File: config.mk
export PLATFORM = sky130hd
export DESIGN_NAME = ghr_checkpoint
export DESIGN_NICKNAME = d
export VERILOG_FILES = /design/src/rtl/ghr_checkpoint.sv
export SDC_FILE = /design/constraint.sdc
export NUM_CORES = 1
export LEC_CHECK = 0
export CAP_MARGIN = 20
export CORE_ASPECT_RATIO = 1.5
export CORE_MARGIN = 5
export CORE_UTILIZATION = 57
export CTS_CLUSTER_DIAMETER = 50
export DETAILED_ROUTE_END_ITERATION = 7
export HOLD_SLACK_MARGIN = 0.05
export PLACE_DENSITY_LB_ADDON = 0.25
export SLEW_MARGIN = 25
export SYNTH_ARGS = -nofsm -noshare
export SYNTH_HDL_FRONTEND = slang
export SYNTH_SLANG_ARGS = --single-unit
File: constraint.sdc
create_clock -name clk -period 3.11 [get_ports clk]
set_clock_uncertainty 0.1 [all_clocks]
set_input_delay 0.622 -clock clk [delete_from_list [all_inputs] [get_ports clk]]
set_output_delay 0.622 -clock clk [all_outputs]
set_load 0.02 [all_outputs]
File: src/rtl/ghr_checkpoint.sv
// ghr_checkpoint: global-history front end for a gshare predictor.
// Keeps the speculative history for PHT reads and checkpoints every predicted
// branch in an in-order queue. At resolution it produces the PHT update triple,
// and on a misprediction it repairs the speculative history from the checkpoint.
// Optional macro GHR_CHECKPOINT_PERF_CNT_EN adds resolve/mispredict counters.
module ghr_checkpoint #(
    parameter int HIST_W = 3,
    parameter int PC_W   = 16,
    parameter int DEPTH  = 4
) (
    input  logic              clk,
    input  logic              rst,
    input  logic              pred_valid,
    input  logic [PC_W-1:0]   pred_pc,
    input  logic              pred_taken,
    output logic              pred_ready,
    output logic [HIST_W-1:0] spec_history,
    input  logic              res_valid,
    input  logic              res_taken,
    input  logic              flush,
    output logic              upd_valid,
    output logic [PC_W-1:0]   upd_pc,
    output logic [HIST_W-1:0] upd_history,
    output logic              upd_taken,
    output logic              mispredict,
    output logic [HIST_W-1:0] commit_history,
    output logic              empty,
    output logic              res_err
`ifdef GHR_CHECKPOINT_PERF_CNT_EN
    ,
    output logic [31:0]       perf_branches,
    output logic [31:0]       perf_mispredicts
`endif
);

    localparam int PTR_W = $clog2(DEPTH);
    localparam int CNT_W = PTR_W + 1;
    localparam logic [CNT_W-1:0] FULL_COUNT = CNT_W'(DEPTH);

    // The newest outcome enters at the LSB; the oldest bit falls off the MSB.
    function automatic logic [HIST_W-1:0] shift_hist(input logic [HIST_W-1:0] h,
                                                     input logic b);
        return {h[HIST_W-2:0], b};
    endfunction

    // Checkpoint storage: one entry per in-flight predicted branch.
    logic [PC_W-1:0]   pc_q   [DEPTH];
    logic [HIST_W-1:0] hist_q [DEPTH];
    logic              pred_q [DEPTH];

    logic [PTR_W-1:0]  wptr;
    logic [PTR_W-1:0]  rptr;
    logic [CNT_W-1:0]  count;

    logic              full;
    logic              do_pop;
    logic              do_push;
    logic              mis_now;
    logic              err_now;
    logic [PC_W-1:0]   head_pc;
    logic [HIST_W-1:0] head_hist;
    logic              head_pred;

    // Decode this cycle's queue operations; flush beats everything, and a
    // misprediction kills any push because fetch is being redirected.
    always_comb begin
        full       = (count == FULL_COUNT);
        empty      = (count == '0);
        pred_ready = !full;
        head_pc    = pc_q[rptr];
        head_hist  = hist_q[rptr];
        head_pred  = pred_q[rptr];
        do_pop     = res_valid && !empty && !flush;
        mis_now    = do_pop && (res_taken != head_pred);
        do_push    = pred_valid && !full && !flush && !mis_now;
        err_now    = res_valid && empty && !flush;
    end

    // Write a checkpoint of the pre-shift history with each accepted push.
    always_ff @(posedge clk or negedge rst) begin
        if (!rst) begin
            for (int i = 0; i < DEPTH; i++) begin
                pc_q[i]   <= '0;
                hist_q[i] <= '0;
                pred_q[i] <= 1'b0;
            end
        end else if (do_push) begin
            pc_q[wptr]   <= pred_pc;
            hist_q[wptr] <= spec_history;
            pred_q[wptr] <= pred_taken;
        end
    end

    // Pointer and occupancy bookkeeping, including wholesale clears on
    // flush and on a mispredicted resolve.
    always_ff @(posedge clk or negedge rst) begin
        if (!rst) begin
            wptr  <= '0;
            rptr  <= '0;
            count <= '0;
        end else if (flush) begin
            wptr  <= rptr;
            count <= '0;
        end else if (mis_now) begin
            rptr  <= rptr + PTR_W'(1);
            wptr  <= rptr + PTR_W'(1);
            count <= '0;
        end else begin
            if (do_push) begin
                wptr <= wptr + PTR_W'(1);
            end
            if (do_pop) begin
                rptr <= rptr + PTR_W'(1);
            end
            case ({do_push, do_pop})
                2'b10:   count <= count + CNT_W'(1);
                2'b01:   count <= count - CNT_W'(1);
                default: count <= count;
            endcase
        end
    end

    // Speculative history: restored from the committed history on flush,
    // rebuilt from the checkpoint on a mispredict, otherwise advanced per push.
    always_ff @(posedge clk or negedge rst) begin
        if (!rst) begin
            spec_history <= '0;
        end else if (flush) begin
            spec_history <= commit_history;
        end else if (mis_now) begin
            spec_history <= shift_hist(head_hist, res_taken);
        end else if (do_push) begin
            spec_history <= shift_hist(spec_history, pred_taken);
        end
    end

    // Architectural history only ever sees resolved outcomes.
    always_ff @(posedge clk or negedge rst) begin
        if (!rst) begin
            commit_history <= '0;
        end else if (do_pop) begin
            commit_history <= shift_hist(commit_history, res_taken);
        end
    end

    // PHT update port: one-cycle strobes, data fields hold between updates.
    always_ff @(posedge clk or negedge rst) begin
        if (!rst) begin
            upd_valid   <= 1'b0;
            mispredict  <= 1'b0;
            upd_pc      <= '0;
            upd_history <= '0;
            upd_taken   <= 1'b0;
        end else begin
            upd_valid  <= do_pop;
            mispredict <= mis_now;
            if (do_pop) begin
                upd_pc      <= head_pc;
                upd_history <= head_hist;
                upd_taken   <= res_taken;
            end
        end
    end

    // A resolve with nothing in flight is a protocol error; remember it.
    always_ff @(posedge clk or negedge rst) begin
        if (!rst) begin
            res_err <= 1'b0;
        end else if (err_now) begin
            res_err <= 1'b1;
        end
    end

`ifdef GHR_CHECKPOINT_PERF_CNT_EN
    // Free-running event counters; flush does not touch them.
    always_ff @(posedge clk or negedge rst) begin
        if (!rst) begin
            perf_branches    <= '0;
            perf_mispredicts <= '0;
        end else begin
            if (do_pop) begin
                perf_branches <= perf_branches + 32'd1;
            end
            if (mis_now) begin
                perf_mispredicts <= perf_mispredicts + 32'd1;
            end
        end
    end
`endif

endmodule

======== After elaboration in Yosys (flattened, before gate mapping) ========
Cells that the tools add are included.
word-level totals
  register bits after elaboration ......... 116
  bits of input ports ..................... 23
cells by class
  add/sub/neg operators ................... 4
  order comparisons ....................... 3
  equal/unequal tests ..................... 4
  mux-type cells .......................... 29
  bitwise gates (word level) .............. 3
  reductions and logical operators ........ 18
operator list
  operator                                                               number
  64-bit bitwise mux                                                     1
  16-bit 2-to-1 mux                                                      3
  16-bit binary-select mux with 2-bit select                             1
  16-bit demux with 2-bit select                                         1
  3-bit 2-to-1 mux                                                       8
  12-bit bitwise mux                                                     1
  2-bit 2-to-1 mux                                                       5
  1-bit logical AND                                                      9
  3-bit binary-select mux with 2-bit select                              1
  3-bit demux with 2-bit select                                          1
  3-bit >= comparator (second input constant)                            2
  2-bit NOT with 3-bit output                                            2
  3-bit one-hot mux with 2 select lines                                  1
  2-bit by 1-bit adder with 2-bit output (second input constant)         2
  4-bit bitwise mux                                                      1
  1-bit zero test                                                        4
  4-bit nonzero test                                                     1
  3-bit by 1-bit adder with 3-bit output (second input constant)         1
  3-bit equality test (second input constant)                            1
  3-bit zero test                                                        1
  3-bit by 1-bit < comparator with 1-bit output (second input constant)  1
  1-bit 2-to-1 mux                                                       3
  3-bit nonzero test                                                     1
  3-bit by 1-bit subtractor with 3-bit output (second input constant)    1
  8 further kinds                                                        8

======== Logic depth before layout (Yosys ltp) ========
Gate-level depths: netlist of run 1.
  word-level depth ........................ 12
  gate-level depth with buffers ........... 11
  mapped depth without buffers ............ 11

======== Worst setup path before layout of run 1 ========
Ideal clock, no wire load.
  kind .................................... flip-flop to flip-flop
  start ................................... register count[1]
  end ..................................... register count[2]
  library setup time ...................... 119 ps
  arrival time ............................ 2557 ps
  required time ........................... 2891 ps
  setup slack ............................. 334 ps
  stages on the path, launching flop included .. 12
  buffers on the path ..................... 0
  clock period less this slack ............ 2776 ps
  cells stage by stage .................... dfrtp_1 or3_1 nand2_1 clkinv_1 a211oi_4 inv_1 ha_1 fa_1 xnor2_1 nor2_1 xnor2_1 nor2_1
on the way
  word-level cells in the longest chain between the ends .. 11
  elaborated cells between the ends (all ways) .. 19
ends and longest elaborated chain
  what                                                                                          line  text
  start, declared                                                                               53    logic [CNT_W-1:0] count;
  start signal, assigned                                                                        116   2'b10: count <= count + CNT_W'(1);
  start signal, assigned                                                                        117   2'b01: count <= count - CNT_W'(1);
  start signal, assigned                                                                        118   default: count <= count;
  3-bit zero test                                                                               68    empty = (count == '0);
  1-bit zero test                                                                               73    do_pop = res_valid && !empty && !flush;
  1-bit logical AND (2 in a row)                                                                73
  1-bit logical AND                                                                             74    mis_now = do_pop && (res_taken != head_pred);
  1-bit zero test                                                                               75    do_push = pred_valid && !full && !flush && !mis_now;
  1-bit logical AND                                                                             75
  2-bit by 1-bit equality test with 1-bit output / 2-bit equality test (equally long branches)  115   case ({do_push, do_pop})
  3-bit one-hot mux with 2 select lines                                                         115
  3-bit 2-to-1 mux                                                                              104   end else if (mis_now) begin
  3-bit 2-to-1 mux                                                                              101   end else if (flush) begin
Several ways; a longest one is shown, not always the timed one.
A chain may end at the register's enable or synchronous reset.

======== Worst setup path after layout of run 1 ========
  start ................................... register count[1]
  end ..................................... output empty
on the way
  word-level cells in the longest chain between the ends .. 1
ends and longest elaborated chain
  what             line  text
  3-bit zero test  68
  end, declared    27    output logic empty,
Every way passes these cells.

==> flow_summary.yaml, run 1 <==
sta:
  worst_slew_pin_slew_ns: 0.748
  rsz0062_at_grt: "no"
  min_period_ns: 2.72
  fmax_mhz: 368
  finalCritPeriodShare: 0.874
  max_slew_margin: 0.502
  slew_violations: 0
  hold_ws_ns: 0.178
  setup-violations-final: 0
  setup_tns_ns: 0
  hold_viol_final: 0
floorplan:
  core-area_um2: 9310
  die-area_um2: 11700
  ioPinCount: 54
  die_width_um: 89.8
  initial_core_util: 0.585
  fp.dieH_um: 130
  rows: 43
cts:
  cts_inserted_buffers: 17
  htreeDepth: 4
  cts_setup_buffers: 0
  clockRootBuffer: "clkbuf_16"
  post_cts_resized: 0
  cts_tree: "yes"
  clockBufferDepth: 2
  clk_pin_slew_ns: 0.05
  cts_sinks: 115
  cts_hold_buf: 0
  clk_latency_ns: 0.41
finish:
  area_delta_synth_final_pct: 22.1
  nets: 460
  stdcell_area_um2: 6650
  layout_common_cells: "dfrtp_1 (114), mux2_4 (80), nand2_1 (70), clkdlybuf4s50_1 (52), mux4_2 (20)"
  drive_gt1_frac: 0.345
  mostFrequentLayoutCell: "dfrtp_1"
  diodes: 0
setup_path:
  max_stage_delay_ns: 0.61
  crit_required_ns: 2.39
  critPathMaxFanout: 4
  end_kind: "output port"
  slowest_stage: "clkdlybuf4s50_1"
  startpoint_type: "register"
  critical_path_class: "reg2out"
  critPathArrivalTime_ns: 2.00
  crit_chain: "or3_1 -> inv_1 -> clkdlybuf4s50_1"
logic_synthesis:
  synth_top_area_cell: "dfrtp_1"
  synth_area_um2: 5450
  synth_nets: 389
  yosysTopAreaCellShare: 0.528
  yosysSeqAreaShare: 0.528
  synth-seq-cells: 115
  ys_warn_count: 0
  ys_types: 38
  syn_avg_cell_area_um2: 15.1
  synth_area_leaders: "dfrtp_1 (53%), mux2_4 (22%), mux4_2 (8.3%)"
  syn_inst: 360
global_routing:
  antenna_found_initial: 0
  grt_pass1_wl_mm: 18.4
  grt_pass1_vias: 3458
  grt_use_total: 0.205
  grt_max_degree: 59
  grt-ovfl-total: 0
worst_hold_path:
  min_path_type: "in2async"
placement:
  routabilityCongestion: 0.812
  placedInstanceArea_um2: 6100
  hpwl_mm: 6.81
  io_buffers: 53
outcome:
  run_status: "finished clean"
power_and_ir_drop:
  total_power_w: 0.00703
  power_density_nw_per_um2: 1060
  p_leak_nw: 3.06
  ir_drop_mv: 0.711
routing:
  drt-initial-drc-count: 121
  wl_per_cell_um: 19.6
  dr_total_vias: 3053
  drc: 0
  ant_nets: 0
  routed_via_density: 5.50
  firstDrtPassIters: 6
  routed_wl_mm: 10.9
run:
  maxCapViolations: 0
-- metal layers --
metal / wire (µm) / share of wire / GRT usage
met5: 0 / 0 / 0
met4: 187 / 0.017 / 0.0792
met3: 340 / 0.031 / 0.0565
met2: 5690 / 0.52 / 0.341
met1: 4690 / 0.43 / 0.256
-- area by class of cell --
class / instances / area (µm²)
repair buffers: 71 / 726
clock buffers: 26 / 499
multi-input cells: 219 / 2330
flip-flops and latches: 115 / 2880
fillers: 611 / 2660
well taps: 112 / 140
clock inverters: 5 / 50.0
inverters: 7 / 26.3
-- synthesized netlist by cell type, drive strengths merged --
| cell | count |
|---|---|
| a31oi | 2 |
| fa | 1 |
| nand3 | 1 |
| o2111ai | 1 |
| and3 | 1 |
| mux4 | 20 |
| nor2 | 5 |
| or3b | 1 |
| and2 | 4 |
| ha | 5 |
| a221o | 1 |
| xor2 | 2 |
| nor2b | 1 |
| nand2 | 70 |
| xnor2 | 6 |
| o31ai | 1 |
| mux2 | 80 |
| a22oi | 1 |
| buf | 11 |
| clkbuf | 8 |
| o22ai | 1 |
| dfrtp | 115 |
| o311ai | 1 |
| a21o | 2 |
| nand2b | 1 |
| or3 | 2 |
| a21oi | 2 |
| mux2i | 3 |
| a211oi | 2 |
| o21ai | 1 |
| inv | 6 |
| o211ai | 1 |
| clkinv | 1 |
-- power by group --
group / leakage [nW] / total (W) / switching (W) / internal [W]
registers: 1.42 / 0.00261 / 0.000427 / 0.00219
clock network: 0.274 / 0.00180 / 0.000632 / 0.00117
logic: 1.37 / 0.00262 / 0.000999 / 0.00162
-- cell families (layout without fill, tap and decap cells) --
| logic type | after synthesis | count (layout) | synth area share |
|---|---|---|---|
| buffers and inverters | 26 | 109 | 0.0439 |
| xor gates and xnor gates | 8 | 8 | 0.0142 |
| DFF | 115 | 115 | 0.528 |
| AOI/OAI and AO/OA | 16 | 16 | 0.0232 |
| and+or+nand+nor | 86 | 86 | 0.0664 |
| muxes | 103 | 103 | 0.309 |
| adders and majority gates | 6 | 6 | 0.0152 |
-- final timing paths --
kind	cells past startpoint	end	slack [ns]	startpoint
setup / recovery	3	empty	0.39	count[1]
hold / removal	1	pc_q[52]	0.18	rst
setup reg to reg	10	count[2]	0.44	rptr[0]
hold reg to reg	1	res_err	0.36	res_err
max in group asynchronous	2	spec_history[1]	1.96	rst
min in group clk	1	res_err	0.36	res_err
-- critical path: cells and delay by family, from the launching register on --
kind / cells / cell delay (ns)
buf+inv: 2 / 0.73
flops: 1 / 0.41
simple gates: 1 / 0.45
-- through the flow --
stage | util | instances | setup WS (ns)
2_1_floorplan | - | 360 | 0.334
6_report | 0.714 | 555 | 0.391
3_5_place_dp | 0.655 | 524 | 0.148
3_3_place_gp | 0.655 | 524 | 0.213
5_1_grt | 0.714 | 555 | 0.298
4_1_cts | 0.714 | 555 | 0.363
-- state kept, by name, summed over array words and instances, names as in the netlist --
register,flops
mispredict,1
rptr,2
upd_valid,1
commit_history,3
spec_history,3
wptr,2
res_err,1
pc_q,64
pred_q,4
count,3
hist_q,12
upd_history,3
upd_pc,16
(Power assumes the default switching activity.)
==> run 2: changes to the inputs <==
- CTS_BUF_LIST: unset -> sky130_fd_sc_hd__clkbuf_16
==> flow_summary.yaml, run 2 (synthesized netlist as in run 1, its figures left out) <==
finish:
  mostFrequentLayoutCell: "dfrtp_1"
  reg_top3: "pc_q: 64 flops, upd_pc: 16 flops, hist_q: 12 flops"
  area_delta_synth_final_pct: 21.4
  diodes: 0
  regMostFlops: "pc_q"
  fill_cells: 620
  largest_register_ffs: 64
  layout_common_cells: "dfrtp_1 (114), mux2_4 (80), nand2_1 (70), clkdlybuf4s50_1 (52), mux4_2 (20)"
  layoutNonFillerInstCount: 555
  nets: 460
  stdcell_area_um2: 6610
  drive_gt1_frac: 0.336
setup_path:
  startpoint_type: "register"
  crit_required_ns: 2.39
  critical_path_class: "reg2out"
  critPathArrivalTime_ns: 1.99
  critPathMaxFanout: 4
  end_kind: "output port"
floorplan:
  die-area_um2: 11700
  initial_core_util: 0.585
  fp.dieH_um: 130
  ioPinCount: 54
  die_width_um: 89.8
  rows: 43
  core-area_um2: 9310
cts:
  clockBufferDepth: 2
  cts_hold_buf: 0
  cts_inserted_buffers: 17
  clk_latency_ns: 0.41
  cts_sinks: 115
  cts_tree: "yes"
  cts_setup_buffers: 0
  post_cts_resized: 0
  clk_pin_slew_ns: 0.05
  htreeDepth: 4
  clockRootBuffer: "clkbuf_16"
global_routing:
  grt-ovfl-total: 0
  grt_pass1_wl_mm: 18.4
  grt_max_degree: 59
  grt_pass1_vias: 3451
  grt_use_total: 0.204
  antenna_found_initial: 0
placement:
  placedCellCount: 524
  hpwl_mm: 6.81
  place_ws_ns: 0.148
  routabilityCongestion: 0.812
  placedInstanceArea_um2: 6100
  io_buffers: 53
sta:
  setup_tns_ns: 0
  setup_slack_ns: 0.395
  fmax_mhz: 368
  max_slew_margin: 0.501
  hold_ws_ns: 0.175
  setup-violations-final: 0
  min_period_ns: 2.71
  hold_viol_final: 0
  rsz0062_at_grt: "no"
  slew_violations: 0
  finalCritPeriodShare: 0.873
  worst_slew_pin_slew_ns: 0.749
power_and_ir_drop:
  p_leak_nw: 3.06
  ir_drop_mv: 0.716
  power_density_nw_per_um2: 1050
routing:
  firstDrtPassIters: 4
  routed_via_density: 5.50
  routed_wl_mm: 10.9
  dr_total_vias: 3053
  drt-initial-drc-count: 125
  wl_per_cell_um: 19.6
  drc: 0
  ant_nets: 0
run:
  maxCapViolations: 0
worst_hold_path:
  min_path_type: "in2async"
outcome:
  run_status: "finished clean"
[run 2: area by class of cell]
cell class                 count  area (µm²)  share of cell area
tap                          112         140              0.0212
sequential                   115        2880               0.436
timing repair buffer          71         726               0.110
multi-input combinational    219        2330               0.352
inverter                       7        26.3             0.00398
clock inverter                14        83.8              0.0127
clock buffer                  17         425              0.0644
[run 2: through the flow]
step,power (W),utilization
finish,0.00691,0.710
global route,0.00730,0.710
floorplan,0.00449,-
CTS,0.00698,0.710
global placement,0.00517,0.655
detailed placement,0.00524,0.655
[run 2: final timing paths]
| path | to | slack [ns] | startpoint | cells past startpoint |
|---|---|---|---|---|
| min in group clk | res_err | 0.36 | res_err | 1 |
| max in group asynchronous | spec_history[1] | 1.95 | rst | 2 |
| setup reg to reg | count[2] | 0.45 | rptr[0] | 10 |
| setup / recovery | empty | 0.40 | count[1] | 3 |
| hold / removal | pc_q[21] | 0.18 | rst | 1 |
| hold reg to reg | res_err | 0.36 | res_err | 1 |
[run 2: per-layer routing]
layer | up-vias | GRT usage | wire length, µm
li1 | 1396 | - | -
met3 | 16 | 0.0565 | 334
met2 | 50 | 0.335 | 5600
met1 | 1591 | 0.260 | 4760
met4 | 0 | 0.0792 | 187
met5 | - | 0 | 0
[run 2: power by group]
part           internal [W]  switching [W]  leakage, nW
Combinational       0.00162       0.000997         1.37
Clock               0.00106       0.000628        0.272
Sequential          0.00219       0.000427         1.42
[run 2: critical path, cell delays in order, from the launching register on]
cell             delay, ns
dfrtp_1               0.41
or3_1                 0.44
inv_1                 0.12
clkdlybuf4s50_1       0.61
